**src/rtl/wvb_rd_arb_pkg.sv**
```systemverilog
// Shared types and default constants for the waveform-buffer read arbiter.
package wvb_rd_arb_pkg;

    localparam int C_N_CHAN    = 24;
    localparam int C_SEL_WIDTH = 5;
    localparam int C_TMO_WIDTH = 16;

    typedef enum logic [1:0] {
        S_IDLE  = 2'd0,
        S_START = 2'd1,
        S_WAIT  = 2'd2,
        S_GAP   = 2'd3
    } state_t;

endpackage

```
**src/rtl/wvb_rd_arb_if.sv**
```systemverilog
// Request/grant bundle between the waveform buffers, the arbiter and the readout engine.
interface wvb_rd_arb_if
    import wvb_rd_arb_pkg::*;
#(
    parameter int P_N_CHAN    = C_N_CHAN,
    parameter int P_SEL_WIDTH = C_SEL_WIDTH,
    parameter int P_TMO_WIDTH = C_TMO_WIDTH
);
    logic [P_N_CHAN-1:0]    hdr_rdy;
    logic [P_N_CHAN-1:0]    chan_en;
    logic                   pause;
    logic                   rd_done;
    logic [P_TMO_WIDTH-1:0] tmo_max;

    logic [P_N_CHAN-1:0]    grant;
    logic [P_SEL_WIDTH-1:0] chan_sel;
    logic                   rd_start;
    logic                   busy;
    logic                   tmo_err;
    logic [31:0]            n_evts;

    modport master (
        input  hdr_rdy, chan_en, pause, rd_done, tmo_max,
        output grant, chan_sel, rd_start, busy, tmo_err, n_evts
    );

    modport slave (
        output hdr_rdy, chan_en, pause, rd_done, tmo_max,
        input  grant, chan_sel, rd_start, busy, tmo_err, n_evts
    );

endinterface

```
**src/rtl/wvb_rd_arb_rr_sel.sv**
```systemverilog
// Combinational round-robin picker: first set request after index 'last', wrapping at N-1.
module rr_sel #(
    parameter int N     = 24,
    parameter int SEL_W = 5
) (
    input  logic [N-1:0]     req,
    input  logic [SEL_W-1:0] last,
    output logic [N-1:0]     onehot,
    output logic [SEL_W-1:0] idx,
    output logic             valid
);

    always_comb begin
        int unsigned pos;
        logic [SEL_W-1:0] cand;
        onehot = '0;
        idx    = '0;
        valid  = 1'b0;
        pos    = 0;
        cand   = '0;
        for (int unsigned i = 0; i < N; i++) begin
            pos  = (32'(last) + 32'd1 + i) % N;
            cand = pos[SEL_W-1:0];
            if (!valid && req[cand]) begin
                valid        = 1'b1;
                idx          = cand;
                onehot[cand] = 1'b1;
            end
        end
    end

endmodule

```
**src/rtl/wvb_rd_arb.sv**
```systemverilog
// Round-robin read arbiter for the waveform-buffer header FIFOs.
// Optional readout watchdog enabled by defining WVB_RD_ARB_TIMEOUT_EN.
module wvb_rd_arb
    import wvb_rd_arb_pkg::*;
#(
    parameter int P_N_CHAN    = C_N_CHAN,
    parameter int P_SEL_WIDTH = C_SEL_WIDTH,
    parameter int P_TMO_WIDTH = C_TMO_WIDTH
) (
    input logic          clk,
    input logic          i_rst,
    wvb_rd_arb_if.master bus
);

    state_t                 state_q, state_d;
    logic [P_N_CHAN-1:0]    grant_q, grant_d;
    logic [P_SEL_WIDTH-1:0] sel_q, sel_d;
    logic                   start_q, start_d;
    logic                   busy_q, busy_d;
    logic [P_SEL_WIDTH-1:0] last_q, last_d;
    logic [31:0]            evts_q, evts_d;

    logic [P_N_CHAN-1:0]    elig;
    logic [P_N_CHAN-1:0]    pick_oh;
    logic [P_SEL_WIDTH-1:0] pick_idx;
    logic                   pick_valid;

    assign elig = bus.hdr_rdy & bus.chan_en;

    rr_sel #(
        .N     (P_N_CHAN),
        .SEL_W (P_SEL_WIDTH)
    ) u_rr_sel (
        .req    (elig),
        .last   (last_q),
        .onehot (pick_oh),
        .idx    (pick_idx),
        .valid  (pick_valid)
    );

`ifdef WVB_RD_ARB_TIMEOUT_EN
    logic [P_TMO_WIDTH-1:0] wdog_q, wdog_d;
    logic                   tmo_err_q, tmo_err_d;
    logic                   expire;

    // wdog_q is 0 on the first S_WAIT cycle, so expiry lands on cycle tmo_max of S_WAIT
    assign expire = (bus.tmo_max != '0) && (wdog_q >= bus.tmo_max - P_TMO_WIDTH'(1));
`endif

    always_comb begin
        state_d = state_q;
        grant_d = '0;
        sel_d   = '0;
        start_d = 1'b0;
        busy_d  = 1'b0;
        last_d  = last_q;
        evts_d  = evts_q;
`ifdef WVB_RD_ARB_TIMEOUT_EN
        wdog_d    = '0;
        tmo_err_d = tmo_err_q;
`endif
        case (state_q)
            S_IDLE: begin
                if (!bus.pause && pick_valid) begin
                    state_d = S_START;
                    grant_d = pick_oh;
                    sel_d   = pick_idx;
                    busy_d  = 1'b1;
                    start_d = 1'b1;
                end
            end
            S_START: begin
                state_d = S_WAIT;
                grant_d = grant_q;
                sel_d   = sel_q;
                busy_d  = 1'b1;
            end
            S_WAIT: begin
                grant_d = grant_q;
                sel_d   = sel_q;
                busy_d  = 1'b1;
`ifdef WVB_RD_ARB_TIMEOUT_EN
                wdog_d  = wdog_q + P_TMO_WIDTH'(1);
`endif
                if (bus.rd_done) begin
                    state_d = S_GAP;
                    grant_d = '0;
                    sel_d   = '0;
                    busy_d  = 1'b0;
                    last_d  = sel_q;
                    evts_d  = evts_q + 32'd1;
`ifdef WVB_RD_ARB_TIMEOUT_EN
                    wdog_d  = '0;
`endif
                end
`ifdef WVB_RD_ARB_TIMEOUT_EN
                else if (expire) begin
                    state_d   = S_GAP;
                    grant_d   = '0;
                    sel_d     = '0;
                    busy_d    = 1'b0;
                    last_d    = sel_q;
                    tmo_err_d = 1'b1;
                    wdog_d    = '0;
                end
`endif
            end
            S_GAP: begin
                state_d = S_IDLE;
            end
            default: begin
                state_d = S_IDLE;
            end
        endcase
    end

    always_ff @(posedge clk) begin
        if (i_rst) begin
            state_q <= S_IDLE;
            grant_q <= '0;
            sel_q   <= '0;
            start_q <= 1'b0;
            busy_q  <= 1'b0;
            last_q  <= P_SEL_WIDTH'(P_N_CHAN - 1);
            evts_q  <= '0;
        end else begin
            state_q <= state_d;
            grant_q <= grant_d;
            sel_q   <= sel_d;
            start_q <= start_d;
            busy_q  <= busy_d;
            last_q  <= last_d;
            evts_q  <= evts_d;
        end
    end

`ifdef WVB_RD_ARB_TIMEOUT_EN
    always_ff @(posedge clk) begin
        if (i_rst) begin
            wdog_q    <= '0;
            tmo_err_q <= 1'b0;
        end else begin
            wdog_q    <= wdog_d;
            tmo_err_q <= tmo_err_d;
        end
    end

    assign bus.tmo_err = tmo_err_q;
`else
    logic unused_tmo_max;
    assign unused_tmo_max = ^bus.tmo_max;
    assign bus.tmo_err    = 1'b0;
`endif

    assign bus.grant    = grant_q;
    assign bus.chan_sel = sel_q;
    assign bus.rd_start = start_q;
    assign bus.busy     = busy_q;
    assign bus.n_evts   = evts_q;

endmodule

```
**src/flat_wrapper.sv**
```systemverilog
// flat-port wrapper written by rule: the top's interface ports become plain ports
module wvb_rd_arb_flat import wvb_rd_arb_pkg::*;
#(
    parameter int P_N_CHAN    = C_N_CHAN,
    parameter int P_SEL_WIDTH = C_SEL_WIDTH,
    parameter int P_TMO_WIDTH = C_TMO_WIDTH
)
  (clk, i_rst, bus_hdr_rdy, bus_chan_en, bus_pause, bus_rd_done, bus_tmo_max, bus_grant, bus_chan_sel, bus_rd_start, bus_busy, bus_tmo_err, bus_n_evts);
  wvb_rd_arb_if #(.P_N_CHAN(P_N_CHAN), .P_SEL_WIDTH(P_SEL_WIDTH), .P_TMO_WIDTH(P_TMO_WIDTH)) bus_i ();
  input logic clk;
  input logic i_rst;
  input wire logic [$bits(bus_i.hdr_rdy)-1:0] bus_hdr_rdy;
  input wire logic [$bits(bus_i.chan_en)-1:0] bus_chan_en;
  input wire logic [$bits(bus_i.pause)-1:0] bus_pause;
  input wire logic [$bits(bus_i.rd_done)-1:0] bus_rd_done;
  input wire logic [$bits(bus_i.tmo_max)-1:0] bus_tmo_max;
  output wire logic [$bits(bus_i.grant)-1:0] bus_grant;
  output wire logic [$bits(bus_i.chan_sel)-1:0] bus_chan_sel;
  output wire logic [$bits(bus_i.rd_start)-1:0] bus_rd_start;
  output wire logic [$bits(bus_i.busy)-1:0] bus_busy;
  output wire logic [$bits(bus_i.tmo_err)-1:0] bus_tmo_err;
  output wire logic [$bits(bus_i.n_evts)-1:0] bus_n_evts;
  assign bus_i.hdr_rdy = bus_hdr_rdy;
  assign bus_i.chan_en = bus_chan_en;
  assign bus_i.pause = bus_pause;
  assign bus_i.rd_done = bus_rd_done;
  assign bus_i.tmo_max = bus_tmo_max;
  assign bus_grant = bus_i.grant;
  assign bus_chan_sel = bus_i.chan_sel;
  assign bus_rd_start = bus_i.rd_start;
  assign bus_busy = bus_i.busy;
  assign bus_tmo_err = bus_i.tmo_err;
  assign bus_n_evts = bus_i.n_evts;
  wvb_rd_arb #(.P_N_CHAN(P_N_CHAN), .P_SEL_WIDTH(P_SEL_WIDTH), .P_TMO_WIDTH(P_TMO_WIDTH)) u_core (.clk(clk), .i_rst(i_rst), .bus(bus_i));
endmodule
```
**config.mk**
```make
export PLATFORM = sky130hd
export DESIGN_NAME = wvb_rd_arb_flat
export DESIGN_NICKNAME = d
export VERILOG_FILES = /design/src/rtl/wvb_rd_arb_pkg.sv /design/src/rtl/wvb_rd_arb_if.sv /design/src/rtl/wvb_rd_arb_rr_sel.sv /design/src/rtl/wvb_rd_arb.sv /design/src/flat_wrapper.sv
export SDC_FILE = /design/constraint.sdc
export NUM_CORES = 1
export LEC_CHECK = 0
export BUFFER_PORTS_ARGS = -buffer_cell sky130_fd_sc_hd__clkbuf_2
export CAP_MARGIN = 20
export CORE_MARGIN = 1.5
export CORE_UTILIZATION = 25
export DETAILED_ROUTE_END_ITERATION = 10
export GPL_TIMING_DRIVEN = 0
export PLACE_DENSITY_LB_ADDON = 0.15
export SETUP_SLACK_MARGIN = 0.05
export SLEW_MARGIN = 20
export SYNTH_ARGS = -nofsm -noshare
export SYNTH_HDL_FRONTEND = slang
export SYNTH_HIERARCHICAL = 1
export SYNTH_SLANG_ARGS = --single-unit
```
**constraint.sdc**
```tcl
create_clock -name clk -period 8.6 [get_ports clk]
set_input_delay 1.29 -clock clk [delete_from_list [all_inputs] [get_ports clk]]
set_output_delay 1.29 -clock clk [all_outputs]
set_load 0.005 [all_outputs]
```
==> results of run 1 <==
metal layers:
| metal | part of all wire, % | wire, µm | track usage [%] |
|---|---|---|---|
| met1 | 43 | 43980 | 38.64 |
| met2 | 42 | 43940 | 44.24 |
| met3 | 9.2 | 9567 | 4.751 |
| met4 | 5.8 | 5977 | 14.00 |
| met5 | 0 | 0 | 0 |
report_power, final:
part           switching [mW]  internal (mW)
clock                   0.145          0.193
combinational            6.62           2.73
sequential             0.0395          0.361
layout make-up:
class,count,area [µm²]
Buffer,181,924.6
Antenna cell,2,5.005
Multi-Input combinational cell,2140,14950
Clock buffer,9,225.2
Tap cell,873,1092
Inverter,87,345.3
Timing Repair Buffer,142,813.3
Sequential cell,70,1410
Clock inverter,6,38.79
Fill cell,7426,47120
registers in the layout (all words and copies together) (netlist names):
| register | flops |
|---|---|
| u_core/state_q | 2 |
| u_core/bus.grant | 24 |
| u_core/bus.busy | 1 |
| u_core/bus.rd_start | 1 |
| u_core/bus.chan_sel | 5 |
| u_core/last_q | 5 |
| u_core/bus.n_evts | 32 |
cells in the final DEF (no fill, tap or decap), types with 14 or more instances in the layout:
cell type  Yosys  layout
a31oi_1       56      48
nor3_1        93      81
mux2i_1       71      69
nand2b_1      38      38
o21ai_0      124     120
nor2_1       220     219
and2_1        59      59
or3_1         23      23
and3_1        37      37
nand2_1      230     229
o211ai_1      39      39
buf_2         42      37
xnor3_1       14      14
a32oi_1       17      16
inv_1         73      72
a22oi_1       44      44
nand4_1       43      43
nor2b_1       44      39
dfxtp_1       70      67
a21o_1        27      27
o22ai_1       27      26
a221oi_1      20      17
a211oi_1      39      36
xnor2_1       43      40
mux2_2        20      20
a211o_1       22      22
or4_1         23      23
buf_4         16      43
a21oi_1      162     155
o31ai_1       40      38
nand3_1      128     127
ha_1          54      50
o2111ai_1     16      16
clkbuf_2       0     129
clkbuf_1     105      80
nor4_1        28      22
o21a_1        17      17
o221ai_1      17      16
cells in the mapped netlist, types with 44 or more instances:
| cell | n |
|---|---|
| a21oi_1 | 162 |
| a22oi_1 | 44 |
| a31oi_1 | 56 |
| and2_1 | 59 |
| clkbuf_1 | 105 |
| dfxtp_1 | 70 |
| ha_1 | 54 |
| inv_1 | 73 |
| mux2i_1 | 71 |
| nand2_1 | 230 |
| nand3_1 | 128 |
| nor2_1 | 220 |
| nor2b_1 | 44 |
| nor3_1 | 93 |
| o21ai_0 | 124 |
through the flow:
step,util [%],power (mW),TNS (ns),area [µm²]
6_report,29.59,10.09,0,19800
5_1_grt,29.59,10.42,0,19800
4_1_cts,29.07,9.558,0,19450
3_5_place_dp,27.80,8.690,-96.64,18600
3_3_place_gp,27.66,8.610,-98.36,18510
2_1_floorplan,-,5.377,0,16850
worst reg2reg max path, delay by kind of cell (launching register included):
family | cells | cell delay [ns]
flip-flops | 1 | 0.53
adder cells (fa/ha/maj) | 2 | 0.55
AO/OA/AOI/OAI | 6 | 1.76
AND/OR/NAND/NOR | 9 | 2.16
XOR/XNOR | 1 | 0.17
multiplexers | 2 | 0.77
buffers and inverters | 8 | 2.42
worst max-delay path by stage:
| stage | startpoint | end |
|---|---|---|
| finish | u_core/last_q[2]$_SDFFE_PP1P_ | u_core/bus.grant[18]$_SDFFE_PP0P_ |
| global route | u_core/last_q[0]$_SDFFE_PP1P_ | u_core/bus.grant[15]$_SDFFE_PP0P_ |
| CTS | u_core/last_q[1]$_SDFFE_PP1P_ | u_core/bus.chan_sel[4]$_SDFFE_PP0P_ |
| detailed placement | u_core/last_q[0]$_SDFFE_PP1P_ | u_core/bus.grant[21]$_SDFFE_PP0P_ |
| global placement | u_core/last_q[0]$_SDFFE_PP1P_ | u_core/bus.grant[17]$_SDFFE_PP0P_ |
| floorplan | u_core/last_q[0]$_SDFFE_PP1P_ | u_core/bus.chan_sel[4]$_SDFFE_PP0P_ |
cells by family (layout without fill, tap and decap cells):
group	Yosys count	in the layout	synth area share, %
other cells	1	3	0.02225
compound gates	870	870	37.07
mux	102	102	6.957
flops	70	70	8.315
buf+inv	271	425	7.031
simple gates	1049	1049	31.96
xor+xnor	63	63	4.573
fa+ha+maj	55	55	4.069
repair_timing:
action | 4_1_cts | 5_1_grt
endpoints found under the setup margin | 33 | 29
buffers inserted | 10 | 14
gates resized for setup | 111 | 58
pin swaps | 9 | 10
==> results.md, run 1 <==
* Outcome: finished, final reports clean
* Gr ovfl total at 0
* Critical path arrival at 8.70 ns
* NumNets Final at 2753
* Root Buffer: clkbuf_16
* Path type of the worst setup path: flip-flop to flip-flop
* RD Place Congestion at 1.029
* Max-Cap Viols at 0
* Die width at around 260 µm
* Drt initial violations at 3060
* WL per Instance at 29.48 µm
* Pre-Repair DR Iteration Count at 6
* # hold bufs at CTS at 0
* Die ar. at 0.06898 mm²
* CTS H-tree lvls at 3
* Clk_lat worst skew at 0.33 ns
* Maximum clock insertion buffer count at 2
* Worst R2R End: u_core/bus.grant[18]$_SDFFE_PP0P_
* Final worst slack at around 0.16 ns
* Initial Util at 25.18%
* Tmin final at 8.437 ns
* Worst Path Required at ~8.9 ns
* Synth Warn # at 6
* Reg2reg start: u_core/last_q[2]$_SDFFE_PP1P_
* Dpl cells at 3471
* Worst VDD drop at between 0.2 and 0.3 mV
* Slowest stage delay, CP at a little over 0.7 ns
* Remaining antenna violation count at 0
* Netlist cell types at 119
* Syn Area/Cell at 6.793 µm²
* Number of synthesized flops with an enable pin at 0
* Largest delay contributor family on the critical path: buffers and inverters
* Hpwl dp at 83.28 mm
* CP max-delay cell: a31oi_1
* Worst R2R Setup Slack at 0.16 ns
* Yosys top cell by area: dfxtp_1
* Leakage power at roughly 7.3 nW
* Hold path cells at 2
* Buf/Inv on CP at 8
* FFs w/ async S/R, synth at 0%
* Cell repeated most along the worst path: buf_2
* Post-Syn Area at approximately 0.017 mm²
* Clk slew on worst S/H paths at 0.06 ns
* Num CTS Buffers at 9
* Flops & latches, synth at 70
* Layout cells sized above 1 at ~17%
* Area of the core at about 0.067 mm²
* Reg2Reg Depth at 28
* Largest cells by area after synthesis: dfxtp_1 8.3%, nand2_1 5.1%, nor2_1 4.9%, a21oi_1 4.8%, mux2i_1 4.2%
* Measured slew at the worst slew-check pin at 1.251 ns
* GRT Total Usage at between 20% and 30%
* Max-slew violation count at 0
* Largest net degree at the start of global routing at 16
* Type of the most critical hold path: flip-flop to flip-flop
* Row count at 95
* Relative slew slack at roughly 17%
* Top FF cell, synth: dfxtp_1
* Pre-CTS setup slack at -3.217 ns
* Pwr/cell area at 509.3 mW/mm²
* Post-route DRC at 0
* Seq/Total Area, Yosys at 8.315%
* RSZ-0062 raised after global routing: false
* Post-synthesis cell count at approximately 2500
* Fin crit share at 98.10%
* Via count at 22590
* Crit path launch type: flip-flop
* Die height at 262.6 µm
* Worst path depth at 28
* Setup violation total in the final timing report at 0
* Area Overhead vs Synth at 17.51%
* Min-delay src: u_core/bus.n_evts[1]$_SDFFE_PP0P_
* Initial antenna violation count at 2
* Crit path capture type: flip-flop
* Hold Vio Cnt, Final at 0
* Worst Hold Path EP: u_core/bus.n_evts[1]$_SDFFE_PP0P_
* Clock Skews at 0.005845 ns
* Fmax at 118.5 MHz
* Fin cells at 3510
* First-pass GRT wire length at about 150 mm
* Routed WL at 103.5 mm
* Io pins at 132
* CTS tree: built
* IO buf count at between 100 and 150
* Syn nets at 2603
* Vias in the first global route at 21000
* Drt via density at 6.435
* Hold slack at 0.4916 ns
* Top-area cell type share of the netlist area at 8.315%
* CP max FO at 11
* Clk sinks at 70
(Power assumes the default switching activity.)
==> inputs of run 2 (changes only) <==
==> constraint.sdc (replaced) <==
create_clock -name clk -period 8.8 [get_ports clk]
set_input_delay 1.32 -clock clk [delete_from_list [all_inputs] [get_ports clk]]
set_output_delay 1.32 -clock clk [all_outputs]
set_load 0.005 [all_outputs]
==> results.md, run 2 (synthesis results as in run 1) <==
* Outcome: finished, final reports clean
* Max-slew violation count at 0
* Reg2Reg Depth at 29
* Cell repeated most along the worst path: buf_2
* Drt via density at 6.445
* Post-route DRC at 0
* RD Place Congestion at 1.029
* CTS H-tree lvls at 3
* Critical Path Sink: u_core/bus.chan_sel[4]$_SDFFE_PP0P_
* Met1 usage at 38.47%
* Clk_lat worst skew at around 0.33 ns
* Drt initial violations at 2883
* Min-delay src: u_core/bus.n_evts[1]$_SDFFE_PP0P_
* NumNets Final at about 2700
* Worst Path Required at ~9.1 ns
* Tmin final at between 8 and 9 ns
* Slowest stage delay, CP at approximately 0.48 ns
* Remaining antenna violation count at 0
* Row count at 95
* Pre-Repair DR Iteration Count at 8
* Fin crit share at 98.33%
* Critical path arrival at 8.92 ns
* CP max FO at 11
* Setup violation total in the final timing report at 0
* Fmax at 115.6 MHz
* Path type of the worst setup path: flip-flop to flip-flop
* Routed WL at between 100 and 150 mm
* Worst R2R Setup Slack at 0.15 ns
* Clk sinks at 70
* Final worst slack at roughly 0.15 ns
* Met2 usage at 44.13%
* Most frequent cells in the layout: 229 x nand2_1, 218 x nor2_1, 154 x a21oi_1
* Clk slew on worst S/H paths at 0.06 ns
* Crit path launch type: flip-flop
* Max-Cap Viols at 0
* First-pass GRT wire length at between 100 and 150 mm
* Area Overhead vs Synth at 16.53%
* Die height at 262.6 µm
* Layout cells sized above 1 at 16.32%
* Via count at roughly 23000
* Clock Skews at 0.005732 ns
* Initial Util at 25.18%
* Layout Cell Area excl Fill at approximately 0.02 mm²
* Met3 usage at 5.069%
* Area of the core at 0.06692 mm²
* Num CTS Buffers at 9
* Reg2reg start: u_core/last_q[3]$_SDFFE_PP0P_
* Most common cell after layout, fill and taps aside: nand2_1
* Gr ovfl total at 0
* Type of the most critical hold path: flip-flop to flip-flop
* Relative slew slack at 10.46%
* CP max-delay cell: mux2_2
* Hold slack at 0.4920 ns
* IO buf count at roughly 110
* RSZ-0062 raised after global routing: false
* Maximum clock insertion buffer count at 2
* Flip-flop count of the largest register after layout at 32
* Die ar. at about 0.069 mm²
* Pre-CTS setup slack at -3.017 ns
* Worst R2R End: u_core/bus.chan_sel[4]$_SDFFE_PP0P_
* Die width at roughly 260 µm
* Crit path capture type: flip-flop
* WL per Instance at 29.49 µm
* Largest net degree at the start of global routing at 16
* GRT Total Usage at between 20 and 30%
* CP startpoint: u_core/last_q[3]$_SDFFE_PP0P_
* Io pins at 132
* GR peak layer: met2
* Setup_tns at 0 ns
* CTS tree: built
* Root Buffer: clkbuf_16
* Area post-placement at 0.01860 mm²
* Initial antenna violation count at 2
* Vias in the first global route at 20990
* Measured slew at the worst slew-check pin at 1.343 ns
* Hold Vio Cnt, Final at 0
* Hpwl dp at 83.28 mm
## run 2: how the worst min path moves through the flow
stage                                          to  slack, ns  cells past startpoint
6_report        u_core/bus.n_evts[1]$_SDFFE_PP0P_       0.49                      2
5_1_grt        u_core/bus.n_evts[18]$_SDFFE_PP0P_       0.52                      2
4_1_cts         u_core/bus.n_evts[1]$_SDFFE_PP0P_       0.50                      2
3_5_place_dp    u_core/bus.n_evts[1]$_SDFFE_PP0P_       0.49                      2
3_3_place_gp   u_core/bus.n_evts[22]$_SDFFE_PP0P_       0.47                      2
2_1_floorplan       u_core/last_q[3]$_SDFFE_PP0P_       0.45                      2
## run 2: layout make-up
| class | count | area (µm²) |
|---|---|---|
| Sequential cell | 70 | 1406 |
| Timing Repair Buffer | 136 | 743.2 |
| Clock inverter | 6 | 38.79 |
| Multi-Input combinational cell | 2140 | 14880 |
| Inverter | 87 | 337.8 |
| Antenna cell | 3 | 7.507 |
| Buffer | 180 | 903.4 |
| Tap cell | 873 | 1092 |
| Fill cell | 7440 | 47280 |
| Clock buffer | 9 | 225.2 |
## run 2: worst max-delay path: cells and delay by family (launching register included)
family	cells	cell delay (ns)
AOI/OAI and AO/OA	7	1.59
xor gates and xnor gates	1	0.35
adders and majority gates	2	0.57
buffers and inverters	9	2.85
DFF	1	0.47
muxes	2	0.78
and+or+nand+nor	8	1.90
## run 2: through the flow
step	std cells	util (%)
after floorplan	2481	-
after global placement	3467	27.66
after detailed placement	3471	27.80
after CTS	3491	28.90
after global routing	3501	29.34
final	3504	29.35
## run 2: metal layers
layer	wire length, µm	vias to the layer above
li1	-	9874
met1	43820	11120
met2	43480	1330
met3	9614	264
met4	6426	0
met5	0	-
## run 2: timing repair
item                                    CTS  global route
pin swaps                                 3            12
gates resized for setup                  96            59
hold endpoints to repair                  0             0
endpoints found under the setup margin   33            29
buffers inserted                          6            12
hold buffers                              0             0
Power of run 2 is not shown: default switching activity piles up to over one toggle a cycle in this logic, so the estimate is an artifact.
